$ cat config.mk
export PLATFORM = sky130hd
export DESIGN_NAME = ysyx_22041412_divider
export DESIGN_NICKNAME = d
export VERILOG_FILES = /design/src/rtl/ysyx_22041412_divider.sv
export SDC_FILE = /design/constraint.sdc
export NUM_CORES = 1
export LEC_CHECK = 0
export BUFFER_PORTS_ARGS = -buffer_cell sky130_fd_sc_hd__buf_2
export CELL_PAD_IN_SITES_DETAIL_PLACEMENT = 1
export CELL_PAD_IN_SITES_GLOBAL_PLACEMENT = 2
export CORE_ASPECT_RATIO = 1.1
export CORE_MARGIN = 8
export CORE_UTILIZATION = 32
export CTS_BUF_LIST = sky130_fd_sc_hd__clkbuf_8
export DETAILED_ROUTE_END_ITERATION = 10
export PLACE_DENSITY_LB_ADDON = 0.15
export SYNTH_ARGS = -nofsm -noshare
export SYNTH_HDL_FRONTEND = slang
export SYNTH_SLANG_ARGS = --single-unit
$ cat constraint.sdc
create_clock -name clk -period 7.8 [get_ports clk]
set_clock_uncertainty 0.05 [all_clocks]
set_input_delay 0 -clock clk [delete_from_list [all_inputs] [get_ports clk]]
set_output_delay 0 -clock clk [all_outputs]
set_load 0.01 [all_outputs]
$ cat src/rtl/ysyx_22041412_divider.sv
// Multi-cycle RV64M divide/remainder unit: radix-2 restoring division, one quotient bit per
// cycle, with divide-by-zero and signed-overflow results resolved at accept.
module ysyx_22041412_divider #(
  parameter int XLEN = 64
) (
  input  logic            clk,
  input  logic            rst_n,
  input  logic            flush,
  input  logic            in_valid,
  output logic            in_ready,
  input  logic            is_word,
  input  logic [2:0]      func3,
  input  logic [XLEN-1:0] scr1,
  input  logic [XLEN-1:0] scr2,
  output logic            out_valid,
  input  logic            out_ready,
  output logic [XLEN-1:0] result,
  output logic            busy
);

  localparam int HALF = XLEN / 2;
  localparam int CW   = $clog2(XLEN);

  typedef enum logic [1:0] {IDLE = 2'd0, CALC = 2'd1, DONE = 2'd2} state_t;

  function automatic logic [XLEN-1:0] sext_half(input logic [HALF-1:0] x);
    return {{HALF{x[HALF-1]}}, x};
  endfunction

  function automatic logic [XLEN-1:0] neg(input logic [XLEN-1:0] x);
    return {XLEN{1'b0}} - x;
  endfunction

  state_t          state_r, state_nxt_s;
  logic [CW-1:0]   cnt_r;
  logic [XLEN-1:0] rem_r, quo_r, div_r, result_r;
  logic            word_r, rem_op_r, qneg_r, rneg_r;

  logic            fire_s, sgn_s, s1_s, s2_s, div0_s, ovf_s, special_s, last_s, ge_s;
  logic [XLEN-1:0] a_ext_s, b_ext_s, min_s, mag1_s, mag2_s, spec_res_s;
  logic [XLEN:0]   part_s, diff_s;
  logic [XLEN-1:0] rem_nxt_s, quo_nxt_s, q_raw_s, sel_s, final_s;
  logic            unused_s;

  assign unused_s  = func3[2];
  assign in_ready  = (state_r == IDLE) & ~flush;
  assign fire_s    = in_valid & in_ready;
  assign busy      = (state_r != IDLE);
  assign out_valid = (state_r == DONE);
  assign result    = result_r;

  // Operands extended to full width so one datapath serves both word and doubleword ops.
  assign sgn_s   = ~func3[0];
  assign a_ext_s = is_word ? (sgn_s ? sext_half(scr1[HALF-1:0]) : {{HALF{1'b0}}, scr1[HALF-1:0]}) : scr1;
  assign b_ext_s = is_word ? (sgn_s ? sext_half(scr2[HALF-1:0]) : {{HALF{1'b0}}, scr2[HALF-1:0]}) : scr2;
  assign min_s   = is_word ? {{(HALF+1){1'b1}}, {(HALF-1){1'b0}}} : {1'b1, {(XLEN-1){1'b0}}};
  assign s1_s    = sgn_s & a_ext_s[XLEN-1];
  assign s2_s    = sgn_s & b_ext_s[XLEN-1];
  assign mag1_s  = s1_s ? neg(a_ext_s) : a_ext_s;
  assign mag2_s  = s2_s ? neg(b_ext_s) : b_ext_s;
  assign div0_s  = (b_ext_s == {XLEN{1'b0}});
  assign ovf_s   = sgn_s & (a_ext_s == min_s) & (b_ext_s == {XLEN{1'b1}});
  assign special_s = div0_s | ovf_s;

  // Special-case result chosen directly from the RISC-V defined values.
  always_comb begin
    spec_res_s = {XLEN{1'b0}};
    if (div0_s) begin
      if (func3[1]) begin
        spec_res_s = is_word ? sext_half(scr1[HALF-1:0]) : scr1;
      end else begin
        spec_res_s = {XLEN{1'b1}};
      end
    end else begin
      spec_res_s = func3[1] ? {XLEN{1'b0}} : a_ext_s;
    end
  end

  // One restoring step; partial remainder can exceed XLEN bits only transiently.
  assign part_s    = {rem_r, quo_r[XLEN-1]};
  assign diff_s    = part_s - {1'b0, div_r};
  assign ge_s      = part_s[XLEN] | ~diff_s[XLEN];
  assign rem_nxt_s = ge_s ? diff_s[XLEN-1:0] : part_s[XLEN-1:0];
  assign quo_nxt_s = {quo_r[XLEN-2:0], ge_s};
  assign last_s    = (cnt_r == (word_r ? CW'(HALF - 1) : CW'(XLEN - 1)));

  // Sign fixup and word sign-extension folded into the final step.
  assign q_raw_s = word_r ? {{HALF{1'b0}}, quo_nxt_s[HALF-1:0]} : quo_nxt_s;
  assign sel_s   = rem_op_r ? (rneg_r ? neg(rem_nxt_s) : rem_nxt_s)
                            : (qneg_r ? neg(q_raw_s) : q_raw_s);
  assign final_s = word_r ? sext_half(sel_s[HALF-1:0]) : sel_s;

  // Next-state logic; flush overrides every transition.
  always_comb begin
    state_nxt_s = state_r;
    if (flush) begin
      state_nxt_s = IDLE;
    end else begin
      case (state_r)
        IDLE:    state_nxt_s = fire_s ? (special_s ? DONE : CALC) : IDLE;
        CALC:    state_nxt_s = last_s ? DONE : CALC;
        DONE:    state_nxt_s = out_ready ? IDLE : DONE;
        default: state_nxt_s = IDLE;
      endcase
    end
  end

  // State register.
  always_ff @(posedge clk or negedge rst_n) begin
    if (!rst_n) begin
      state_r <= IDLE;
    end else begin
      state_r <= state_nxt_s;
    end
  end

  // Datapath registers: capture at accept, iterate in CALC.
  always_ff @(posedge clk or negedge rst_n) begin
    if (!rst_n) begin
      cnt_r    <= {CW{1'b0}};
      rem_r    <= {XLEN{1'b0}};
      quo_r    <= {XLEN{1'b0}};
      div_r    <= {XLEN{1'b0}};
      result_r <= {XLEN{1'b0}};
      word_r   <= 1'b0;
      rem_op_r <= 1'b0;
      qneg_r   <= 1'b0;
      rneg_r   <= 1'b0;
    end else if (flush) begin
      cnt_r <= {CW{1'b0}};
    end else begin
      case (state_r)
        IDLE: begin
          if (fire_s) begin
            word_r   <= is_word;
            rem_op_r <= func3[1];
            qneg_r   <= s1_s ^ s2_s;
            rneg_r   <= s1_s;
            cnt_r    <= {CW{1'b0}};
            rem_r    <= {XLEN{1'b0}};
            div_r    <= mag2_s;
            // Word dividends sit in the upper half so 32 shifts consume exactly their bits.
            quo_r    <= is_word ? {mag1_s[HALF-1:0], {HALF{1'b0}}} : mag1_s;
            if (special_s) begin
              result_r <= spec_res_s;
            end
          end
        end
        CALC: begin
          rem_r <= rem_nxt_s;
          quo_r <= quo_nxt_s;
          if (last_s) begin
            cnt_r    <= {CW{1'b0}};
            result_r <= final_s;
          end else begin
            cnt_r <= cnt_r + CW'(1);
          end
        end
        default: begin
          cnt_r <= cnt_r;
        end
      endcase
    end
  end

endmodule

==> results.py <==
metrics = {
    "logic_synthesis": {
        "synth_xor_area_share_pct": 8.00,
        "synth_async_sr_flop_share_pct": 100,
        "synth_top_family_by_area": "compound AO/OA/AOI/OAI gates",
        "post_synth_num_cell_types": 101,
        "synth.net_count": 3871,
        "netlist_area_um2": 26400,
        "yosysWarnings": 0,
        "synth_adder_area_share_pct": 3.40,
        "synth-seq-cells": 268,
        "synth_seq_area_share_pct": 25.4,
        "synth-edff-count": 0,
        "synth-simple-area-share_pct": 24.6,
        "synthFlopType": "dfrtp_1",
        "synth_compound_gate_area_share_pct": 31.3,
        "syn_inst": 3663,
        "synth.area.mux_share_pct": 1.87,
        "synth_area_per_cell_um2": 7.20,
    },
    "floorplanning": {
        "start_util_pct": 32.3,
        "die_area_um2": 91900,
        "rows": 110,
        "core_area_um2": 81800,
        "die_h_um": 317,
        "num_io_pins": 204,
        "die_w_um": 290,
    },
    "detailed_routing": {
        "dr.pass1.iters": 5,
        "avgViaCountPerCell": 5.94,
        "wirelength_um": 134000,
        "wl_per_cell_um": 26.9,
        "route.vias.total": 29700,
        "drt_iter0_drc": 2220,
        "drc": 0,
        "ant_nets": 0,
    },
    "job": {
        "maxCapViolCount": 0,
    },
    "cts": {
        "cts_tree": "built",
        "root_buffer": "clkbuf_8",
        "cts_buffer_depth": 3,
        "cts_setup_buffers": 0,
        "path_clk_slew_ns": 0.06,
        "cts_sinks": 268,
        "htreeDepth": 2,
        "cts_buffers": 51,
        "post_cts_resize_count": 0,
        "clock_latency_ns": 0.68,
    },
    "global_route": {
        "grtUsageTotal_pct": 28.5,
        "grt_pass1_wl_um": 199000,
        "grt_max_degree": 132,
        "grt_overflow_total": 0,
        "antenna_found_initial": 10,
        "grt_pass1_vias": 29900,
    },
    "sta": {
        "finalSetupTns_ns": 0,
        "setup_viol": 0,
        "hold_viol": 0,
        "fmax_mhz": 146,
        "rsz0062_at_grt": "no",
        "finalCritPeriodShare_pct": 87.6,
        "relSlewSlack_pct": 24.7,
        "worst_pin_slew_ns": 1.12,
        "finalWorstSetupSlack_ns": 0.968,
        "slew_violations": 0,
        "fin_crit_ns": 6.83,
    },
    "final_layout": {
        "area_delta_synth_final_pct": 17.9,
        "fillers": 10200,
        "register_area_um2": 6710,
        "multi_input_area_um2": 18300,
        "drive_gt1_share_pct": 10.2,
        "fin_nets": 4105,
    },
    "critical_path": {
        "slowest_stage": "or4_4",
        "crit_required_ns": 8.31,
        "critPathCaptureType": "register",
        "crit_chain": "ha_1 -> a21oi_1 -> o21ai_1 -> a221o_1 -> a21o_1 -> o2111ai_1 -> buf_4 -> nand2_4 -> o21ai_0 -> ha_1 -> nand3b_1 -> or4_1 -> or4_1 -> clkinv_1 -> nand3_1 -> o41ai_2 -> o211ai_2 -> or4_4 -> o21ai_2 -> xnor2_1 -> a221o_1 -> a22o_1",
        "crit_arrival_ns": 7.35,
        "cp-start-kind": "register",
        "cp_max_fo": 13,
        "crit_type": "register to register",
        "max_stage_delay_ns": 0.63,
    },
    "pwr": {
        "power_leakage_nw": 12.7,
        "max-vdd-ir-drop_mv": 0.106,
        "p_per_area_nw_per_um2": 201,
    },
    "place": {
        "dp_slack_ns": 1.09,
        "portBuffers": 202,
        "dp_hpwl_um": 104000,
        "place_congestion": 0.952,
    },
    "worst_hold_path": {
        "hold_path.class": "input port to register",
    },
    "run_status": {
        "outcome": "finished, final reports clean",
    },
}
kinds of logic (layout without fill, tap and decap cells):
group | Yosys count | count (layout)
flip-flops | 268 | 268
adder cells (fa/ha/maj) | 71 | 71
other | 0 | 7
XOR/XNOR | 240 | 240
AO/OA/AOI/OAI | 1305 | 1305
buffers and inverters | 370 | 641
AND/OR/NAND/NOR | 1360 | 1360
multiplexers | 49 | 49
final cells by class:
class | instances | share of cell area, %
flip-flops and latches | 268 | 21.6
clock buffers | 62 | 2.74
clock inverters | 28 | 0.483
diodes | 7 | 0.0563
repair buffers | 438 | 10.6
inverters | 113 | 1.36
well taps | 1064 | 4.28
multi-input cells | 3025 | 58.9
through the flow:
stage / cells / power, mW / cell area (um2) / hold slack [ns] / util (%)
final: 5005 / 6.26 / 31100 / 0.0583 / 38.0
after floorplan: 3663 / 3.59 / 26400 / -0.346 / -
after detailed placement: 4724 / 4.70 / 28200 / 0.0973 / 34.5
after CTS: 4998 / 6.27 / 31100 / 0.0150 / 38.0
after global placement: 4724 / 4.68 / 28200 / 0.0887 / 34.5
after global routing: 5001 / 6.62 / 31100 / 0.0867 / 38.0
report_power, final:
part	total (mW)	internal [mW]	switching, mW	leakage (nW)
logic	2.90	0.990	1.91	8.67
clock network	1.44	0.748	0.694	0.586
registers	1.92	1.65	0.274	3.44
total	6.26	3.39	2.88	12.7
registers in the layout (all words and copies together) (netlist names):
| name | cells |
|---|---|
| rem_op_r | 1 |
| rem_r | 64 |
| word_r | 1 |
| quo_r | 64 |
| result | 64 |
| qneg_r | 1 |
| rneg_r | 1 |
| cnt_r | 6 |
| div_r | 64 |
| state_r | 2 |
cells in the mapped netlist, types with 29 or more instances:
library cell | instances | area, um2
o31ai_1 | 54 | 405
nor2_1 | 342 | 1280
a211oi_1 | 61 | 458
a31oi_1 | 63 | 394
nand3_1 | 50 | 250
xnor2_1 | 150 | 1310
ha_1 | 70 | 876
o211ai_1 | 72 | 541
a21oi_1 | 295 | 1480
a21o_1 | 33 | 248
nor4_1 | 54 | 338
nand2_1 | 448 | 1680
a22oi_1 | 29 | 218
dfrtp_1 | 268 | 6710
xor2_1 | 89 | 780
o21ai_0 | 415 | 2080
nor3_1 | 127 | 636
a221oi_1 | 32 | 280
clkbuf_1 | 208 | 781
inv_1 | 110 | 413
or4_1 | 29 | 218
nand4_1 | 67 | 419
and3_1 | 31 | 194
or3_1 | 51 | 319
mux2i_1 | 47 | 470
worst paths after layout:
kind | from | endpoint | slack (ns) | depth (start not counted)
max in group asynchronous | rst_n | rem_r[60] | 6.32 | 4
min in group asynchronous | rst_n | rem_r[5] | 0.29 | 3
max | rem_r[26] | result[56] | 0.97 | 22
min | scr1[63] | quo_r[49] | 0.06 | 8
max reg2reg | rem_r[26] | result[56] | 0.97 | 22
min reg2reg | div_r[8] | div_r[8] | 0.43 | 2
layout by cell type (no fill, tap or decap), types with 54 or more instances in the layout:
cell / synthesis / routed
a211oi_1: 61 / 61
a21oi_1: 295 / 293
a31oi_1: 63 / 63
buf_2: 27 / 200
clkbuf_8: 0 / 62
dfrtp_1: 268 / 266
dlygate4sd3_1: 0 / 183
ha_1: 70 / 70
inv_1: 110 / 126
nand2_1: 448 / 446
nand4_1: 67 / 67
nor2_1: 342 / 339
nor3_1: 127 / 125
nor4_1: 54 / 54
o211ai_1: 72 / 72
o21ai_0: 415 / 415
o31ai_1: 54 / 54
xnor2_1: 150 / 150
xor2_1: 89 / 89
repair_timing:
action	in CTS	in global routing
hold endpoints to repair	282	0
hold buffers	184	0
setup endpoints to repair	0	0
critical path, delay by kind of cell (launching register included):
kind / cells / cell delay [ns]
AOI/OAI and AO/OA: 11 / 3.03
xor gates and xnor gates: 1 / 0.15
adders and majority gates: 2 / 0.78
buffers and inverters: 2 / 0.32
DFF: 1 / 0.42
and+or+nand+nor: 6 / 1.97
per-layer routing:
metal	share of wire, %	vias to the layer above	track usage, %
met5	0.031	-	0
met4	3.7	6	9.92
met3	4.4	198	2.84
met2	47	778	47.8
met1	45	14800	37.9
li1	-	14000	-
Power figures use the tool's default switching activity.
